$ cat src/rtl/wb_write_arbiter.sv
// Write-back port arbiter: the pipeline always wins the slot, auxiliary results
// queue in order and drain into idle slots; flags reads of still-pending writes.
module wb_write_arbiter #(
  parameter int DEPTH = 2
) (
  input  logic        clk,
  input  logic        rst,
  input  logic        pipe_wb_en,
  input  logic [3:0]  pipe_dest,
  input  logic [31:0] pipe_result,
  input  logic        aux_valid,
  input  logic [3:0]  aux_dest,
  input  logic [31:0] aux_result,
  output logic        aux_ready,
  input  logic [3:0]  src1,
  input  logic [3:0]  src2,
  output logic        hazard,
  output logic        write_back_en,
  output logic [3:0]  dest_wb,
  output logic [31:0] result_wb,
  output logic [2:0]  q_count
);

  // Storage is sized for the largest legal DEPTH; only the first DEPTH slots are used.
  localparam int SLOTS = 4;

  logic [3:0]  q_dest  [SLOTS];
  logic [31:0] q_data  [SLOTS];
  logic [3:0]  nq_dest [SLOTS];
  logic [31:0] nq_data [SLOTS];
  logic [2:0]  nq_count;
  logic        n_wb_en;
  logic [3:0]  n_dest;
  logic [31:0] n_result;
  logic        accept;
  logic        pop;
  logic        bypass;
  logic        push;
  logic [2:0]  cnt;

  assign aux_ready = (q_count != 3'(DEPTH));
  assign accept    = aux_valid && aux_ready;
  assign pop       = !pipe_wb_en && (q_count != 3'd0);

  always_comb begin
    for (int i = 0; i < SLOTS; i++) begin
      nq_dest[i] = q_dest[i];
      nq_data[i] = q_data[i];
    end
    n_wb_en  = 1'b0;
    n_dest   = dest_wb;
    n_result = result_wb;
    bypass   = 1'b0;
    cnt      = 3'd0;

    // Rebuild the queue front-to-back, dropping the popped head and any
    // entry overwritten by this cycle's pipeline write; order is preserved.
    for (int i = 0; i < DEPTH; i++) begin
      if (i < int'(q_count) &&
          !(pipe_wb_en && q_dest[i[1:0]] == pipe_dest) &&
          !(pop && i == 0)) begin
        nq_dest[cnt[1:0]] = q_dest[i[1:0]];
        nq_data[cnt[1:0]] = q_data[i[1:0]];
        cnt = cnt + 3'd1;
      end
    end

    if (pipe_wb_en) begin
      n_wb_en  = 1'b1;
      n_dest   = pipe_dest;
      n_result = pipe_result;
    end else if (pop) begin
      n_wb_en  = 1'b1;
      n_dest   = q_dest[0];
      n_result = q_data[0];
    end else if (accept) begin
      n_wb_en  = 1'b1;
      n_dest   = aux_dest;
      n_result = aux_result;
      bypass   = 1'b1;
    end

    push = accept && !bypass && !(pipe_wb_en && aux_dest == pipe_dest);
    if (push) begin
      nq_dest[cnt[1:0]] = aux_dest;
      nq_data[cnt[1:0]] = aux_result;
      cnt = cnt + 3'd1;
    end
    nq_count = cnt;
  end

  always_comb begin
    hazard = 1'b0;
    for (int i = 0; i < DEPTH; i++) begin
      if (i < int'(q_count) && (q_dest[i[1:0]] == src1 || q_dest[i[1:0]] == src2))
        hazard = 1'b1;
    end
    if (write_back_en && (dest_wb == src1 || dest_wb == src2))
      hazard = 1'b1;
    if (accept && (aux_dest == src1 || aux_dest == src2))
      hazard = 1'b1;
  end

  always_ff @(posedge clk) begin
    if (rst) begin
      write_back_en <= 1'b0;
      dest_wb       <= 4'd0;
      result_wb     <= 32'd0;
      q_count       <= 3'd0;
      for (int i = 0; i < SLOTS; i++) begin
        q_dest[i] <= 4'd0;
        q_data[i] <= 32'd0;
      end
    end else begin
      write_back_en <= n_wb_en;
      dest_wb       <= n_dest;
      result_wb     <= n_result;
      q_count       <= nq_count;
      for (int i = 0; i < SLOTS; i++) begin
        q_dest[i] <= nq_dest[i];
        q_data[i] <= nq_data[i];
      end
    end
  end

endmodule

$ cat config.mk
export PLATFORM = sky130hd
export DESIGN_NAME = wb_write_arbiter
export DESIGN_NICKNAME = d
export VERILOG_FILES = /design/src/rtl/wb_write_arbiter.sv
export SDC_FILE = /design/constraint.sdc
export NUM_CORES = 1
export LEC_CHECK = 0
export ABC_CLOCK_PERIOD_IN_PS = 4300
export CAP_MARGIN = 20
export CELL_PAD_IN_SITES_DETAIL_PLACEMENT = 1
export CELL_PAD_IN_SITES_GLOBAL_PLACEMENT = 1
export CORE_MARGIN = 2
export CORE_UTILIZATION = 41
export DETAILED_ROUTE_END_ITERATION = 8
export GPL_TIMING_DRIVEN = 0
export PLACE_DENSITY_LB_ADDON = 0.12
export SLEW_MARGIN = 20
export SYNTH_ARGS = -nofsm -noshare
export SYNTH_HDL_FRONTEND = slang
export SYNTH_SLANG_ARGS = --single-unit
$ cat constraint.sdc
create_clock -name clk -period 4.3 [get_ports clk]
set_clock_uncertainty 0.2 [all_clocks]
set_input_delay 0.43 -clock clk [delete_from_list [all_inputs] [get_ports clk]]
set_output_delay 0.43 -clock clk [all_outputs]
set_load 0.01 [all_outputs]
==> summary.md <==
| Metric | Value |
|---|---|
| Die Span X | `between 100 and 150 um` |
| Largest net degree at the start of global routing | `19` |
| Starting Density | `42.1%` |
| Final Hold Viols | `0` |
| Number of global-route vias before repair | `5341` |
| Critical path arrival | `~3.3 ns` |
| Critical path origin | `pipe_dest[1]` |
| Core footprint | `approximately 0.013 mm2` |
| Mapped Nets | `~710` |
| Maximum root-to-sink buffer count | `2` |
| Syn avg cell area | `9.02 um2` |
| Vias | `roughly 5000` |
| Num CTS Buffers | `9` |
| PwrDens | `394 mW/mm2` |
| Setup Buffers After CTS | `0` |
| Synthesized area | `about 0.0056 mm2` |
| Antenna cells | `0` |
| Power after layout | `a little under 3 mW` |
| R2R Path End | `q_data[1][8]$_SDFFE_PP0P_` |
| Root Buffer | `clkbuf_16` |
| Sequential area share after synthesis | `roughly two fifths` |
| CP Class | `input port to flip-flop` |
| Synth unique cells | `37` |
| Max layer used | `met4` |
| CP Launch Type | `input port` |
| Synth warn | `0` |
| Worst Path Required | `4.33 ns` |
| Synth Register Bits | `about 110` |
| Fin nets | `around 830` |
| First drt pass iteration count | `4` |
| Tightest Hold Check Type | `input port to flip-flop` |
| Core Rows | `42` |
| Met2 routed WL | `8830 um` |
| Quantity of gates resized following cts | `0` |
| End point of the critical path | `q_data[1][8]$_SDFFE_PP0P_` |
| Area delta synth->final | `30.9%` |
| Die ar. | `approximately 0.015 mm2` |
| Reg2Reg Launch Point | `q_dest[1][1]$_SDFFE_PP0P_` |
| Relative slew margins | `51.3%` |
| Share of cells above drive strength 1 | `6.91%` |
| Clk_lat worst skew | `approximately 0.36 ns` |
| Final WL | `around 18000 um` |
| Worst-path clk slew | `0.07 ns` |
| Setup TNS | `0 ns` |
| Cts hold-fix bufs | `0` |
| Final slew viol count | `0` |
| Tmin final | `about 3.2 ns` |
| DRT antenna net count | `0` |
| Initial antenna violation count | `0` |
| First-pass GRT wire length | `between 20000 and 30000 um` |
| Initial DRC Count | `just over 200` |
| Total gr overflow | `0` |
| CTS Sinks | `112` |
| Htree depth | `3` |
| Cells after synthesis | `620` |
| Wl on met1 | `7960 um` |
| # setup viols final | `0` |
| Max Cap Violations | `0` |
| CP max FO | `10` |
| Fillcell total | `about 1500` |
| Reg2Reg Setup Slack | `around 1.2 ns` |
| Hpwl dp | `about 13000 um` |
| Maximum vdd drop | `0.184 mV` |
| LEAKAGE | `3.31 nW` |
| TritonCTS clock tree | `yes` |
| Multi-input gate area | `approximately 0.003 mm2` |
| Die extent in y | `approximately 120 um` |
| Measured slew at the worst slew-check pin | `roughly 0.73 ns` |
| Maximum clock rate | `308 MHz` |
| Met3 WL | `about 620 um` |
| Status | `finished, final reports clean` |
| Wire per inst | `19.0 um` |
| Placer Congestion | `approximately 0.79` |
| Detailed-route DRC error count | `0` |
| Vias per inst | `roughly 5.3` |
| GRT Util Overall | `24.8%` |
| RSZ-0062 raised after global routing | `no` |
| Sequential cell area | `around 0.0022 mm2` |
| Period utilisation layout | `between 70% and 80%` |
| Crit path capture type | `flip-flop` |
| I/O pins | `between 100 and 150` |
| Register-to-Register Path Depth | `12` |
| Port buffer count | `~120` |
## cells in the mapped netlist
| library cell | number | area share (%) |
|---|---|---|
| nor4_1 | 2 | 0.22 |
| o311ai_1 | 1 | 0.16 |
| mux2i_1 | 108 | 19 |
| or2_2 | 1 | 0.11 |
| o41ai_1 | 3 | 0.47 |
| xnor2_1 | 17 | 2.7 |
| and3b_1 | 1 | 0.16 |
| buf_4 | 4 | 0.54 |
| inv_1 | 3 | 0.20 |
| nor3_2 | 1 | 0.18 |
| ha_1 | 3 | 0.67 |
| a311o_1 | 1 | 0.18 |
| a21o_1 | 1 | 0.13 |
| dfxtp_1 | 112 | 40 |
| o31a_1 | 1 | 0.16 |
| nor3_4 | 1 | 0.29 |
| nand2_1 | 111 | 7.4 |
| nor3b_1 | 1 | 0.13 |
| a31oi_2 | 1 | 0.22 |
| nor2_1 | 40 | 2.7 |
| a32oi_1 | 1 | 0.16 |
| nand4_1 | 3 | 0.34 |
| nor3_1 | 2 | 0.18 |
| o2bb2ai_1 | 36 | 5.6 |
| o31ai_1 | 1 | 0.13 |
| o41ai_4 | 1 | 0.49 |
| buf_2 | 19 | 1.7 |
| a21oi_1 | 37 | 3.3 |
| nor2b_1 | 1 | 0.11 |
| xor2_1 | 27 | 4.2 |
| o21ai_0 | 37 | 3.3 |
| xor2_2 | 1 | 0.29 |
| a211oi_1 | 1 | 0.13 |
| buf_6 | 8 | 1.6 |
| and2_1 | 1 | 0.11 |
| or3_1 | 3 | 0.34 |
| clkbuf_1 | 28 | 1.9 |
## cell families after synthesis
| family | count (synthesis) | synth area share [%] |
|---|---|---|
| XOR/XNOR | 45 | 7.18 |
| adder cells (fa/ha/maj) | 3 | 0.671 |
| multiplexers | 108 | 19.3 |
| flip-flops | 112 | 40.1 |
| buffers and inverters | 62 | 5.93 |
| AO/OA/AOI/OAI | 122 | 14.5 |
| AND/OR/NAND/NOR | 168 | 12.3 |
## power by group
part	switching (mW)	internal (mW)
Combinational	0.379	0.346
Clock	0.409	0.575
Sequential	0.0519	1.12
## layer usage
layer / vias to the layer above / global-route usage (%)
li1: 2382 / -
met1: 2404 / 31.0
met2: 96 / 43.9
met3: 16 / 3.77
met4: 0 / 7.41
met5: - / 0
## cell type report
class                           instances  area share [%]
Clock inverter                          6            1.57
Buffer                                 59            4.38
Multi-Input combinational cell        446            41.3
Timing Repair Buffer                  116            15.9
Tap cell                              176            3.01
Clock buffer                           10            3.13
Inverter                                3           0.154
Sequential cell                       112            30.6
## layout by cell type, fill, tap and decap left out, types with 4 or more instances in the layout
cell / n
clkbuf_16: 9
o21ai_0: 37
buf_2: 19
clkbuf_1: 29
clkdlybuf4s50_1: 116
nor2_1: 40
o2bb2ai_1: 36
mux2i_1: 108
nand2_1: 111
buf_6: 8
xnor2_1: 17
xor2_1: 27
buf_4: 4
a21oi_1: 37
dfxtp_1: 112
## critical path, stage by stage
cell and delay [ns]:
clkdlybuf4s50_1 0.67, xnor2_1 0.18, nand2_1 0.12, or3_1 0.36, and2_1 0.19, ha_1 0.33, inv_1 0.06, a311o_1 0.27
buf_4 0.21, buf_6 0.18, mux2i_1 0.20, nor2_1 0.07
## worst min path at each step
stage,from,endpoint,slack (ns),cells after the start
after floorplan,q_data[1][0]$_SDFFE_PP0P_,q_data[1][0]$_SDFFE_PP0P_,0.26,2
after global placement,result_wb[25]$_SDFFE_PP0P_,result_wb[25]$_SDFFE_PP0P_,0.24,2
after detailed placement,result_wb[28]$_SDFFE_PP0P_,result_wb[28]$_SDFFE_PP0P_,0.25,2
after CTS,aux_dest[2],q_dest[0][2]$_SDFF_PP0_,0.21,2
after global routing,aux_dest[3],q_dest[0][3]$_SDFF_PP0_,0.22,2
final,aux_dest[2],q_dest[0][2]$_SDFF_PP0_,0.22,2
## state kept, by name (all words and copies together) (netlist names)
register       flops
q_data            64
dest_wb            4
write_back_en      1
q_count            3
q_dest             8
result_wb         32
## stage by stage
stage	util [%]	hold slack, ns	area [um2]	setup WS, ns	cells
finish	55.0	0.221	7320	1.06	928
global route	55.0	0.225	7320	0.941	928
CTS	55.0	0.214	7320	1.08	928
detailed placement	52.5	0.245	6970	0.772	912
global placement	52.5	0.239	6970	0.935	912
floorplan	-	0.263	5590	1.68	620
Note: power is estimated with default switching activity, not from simulation.
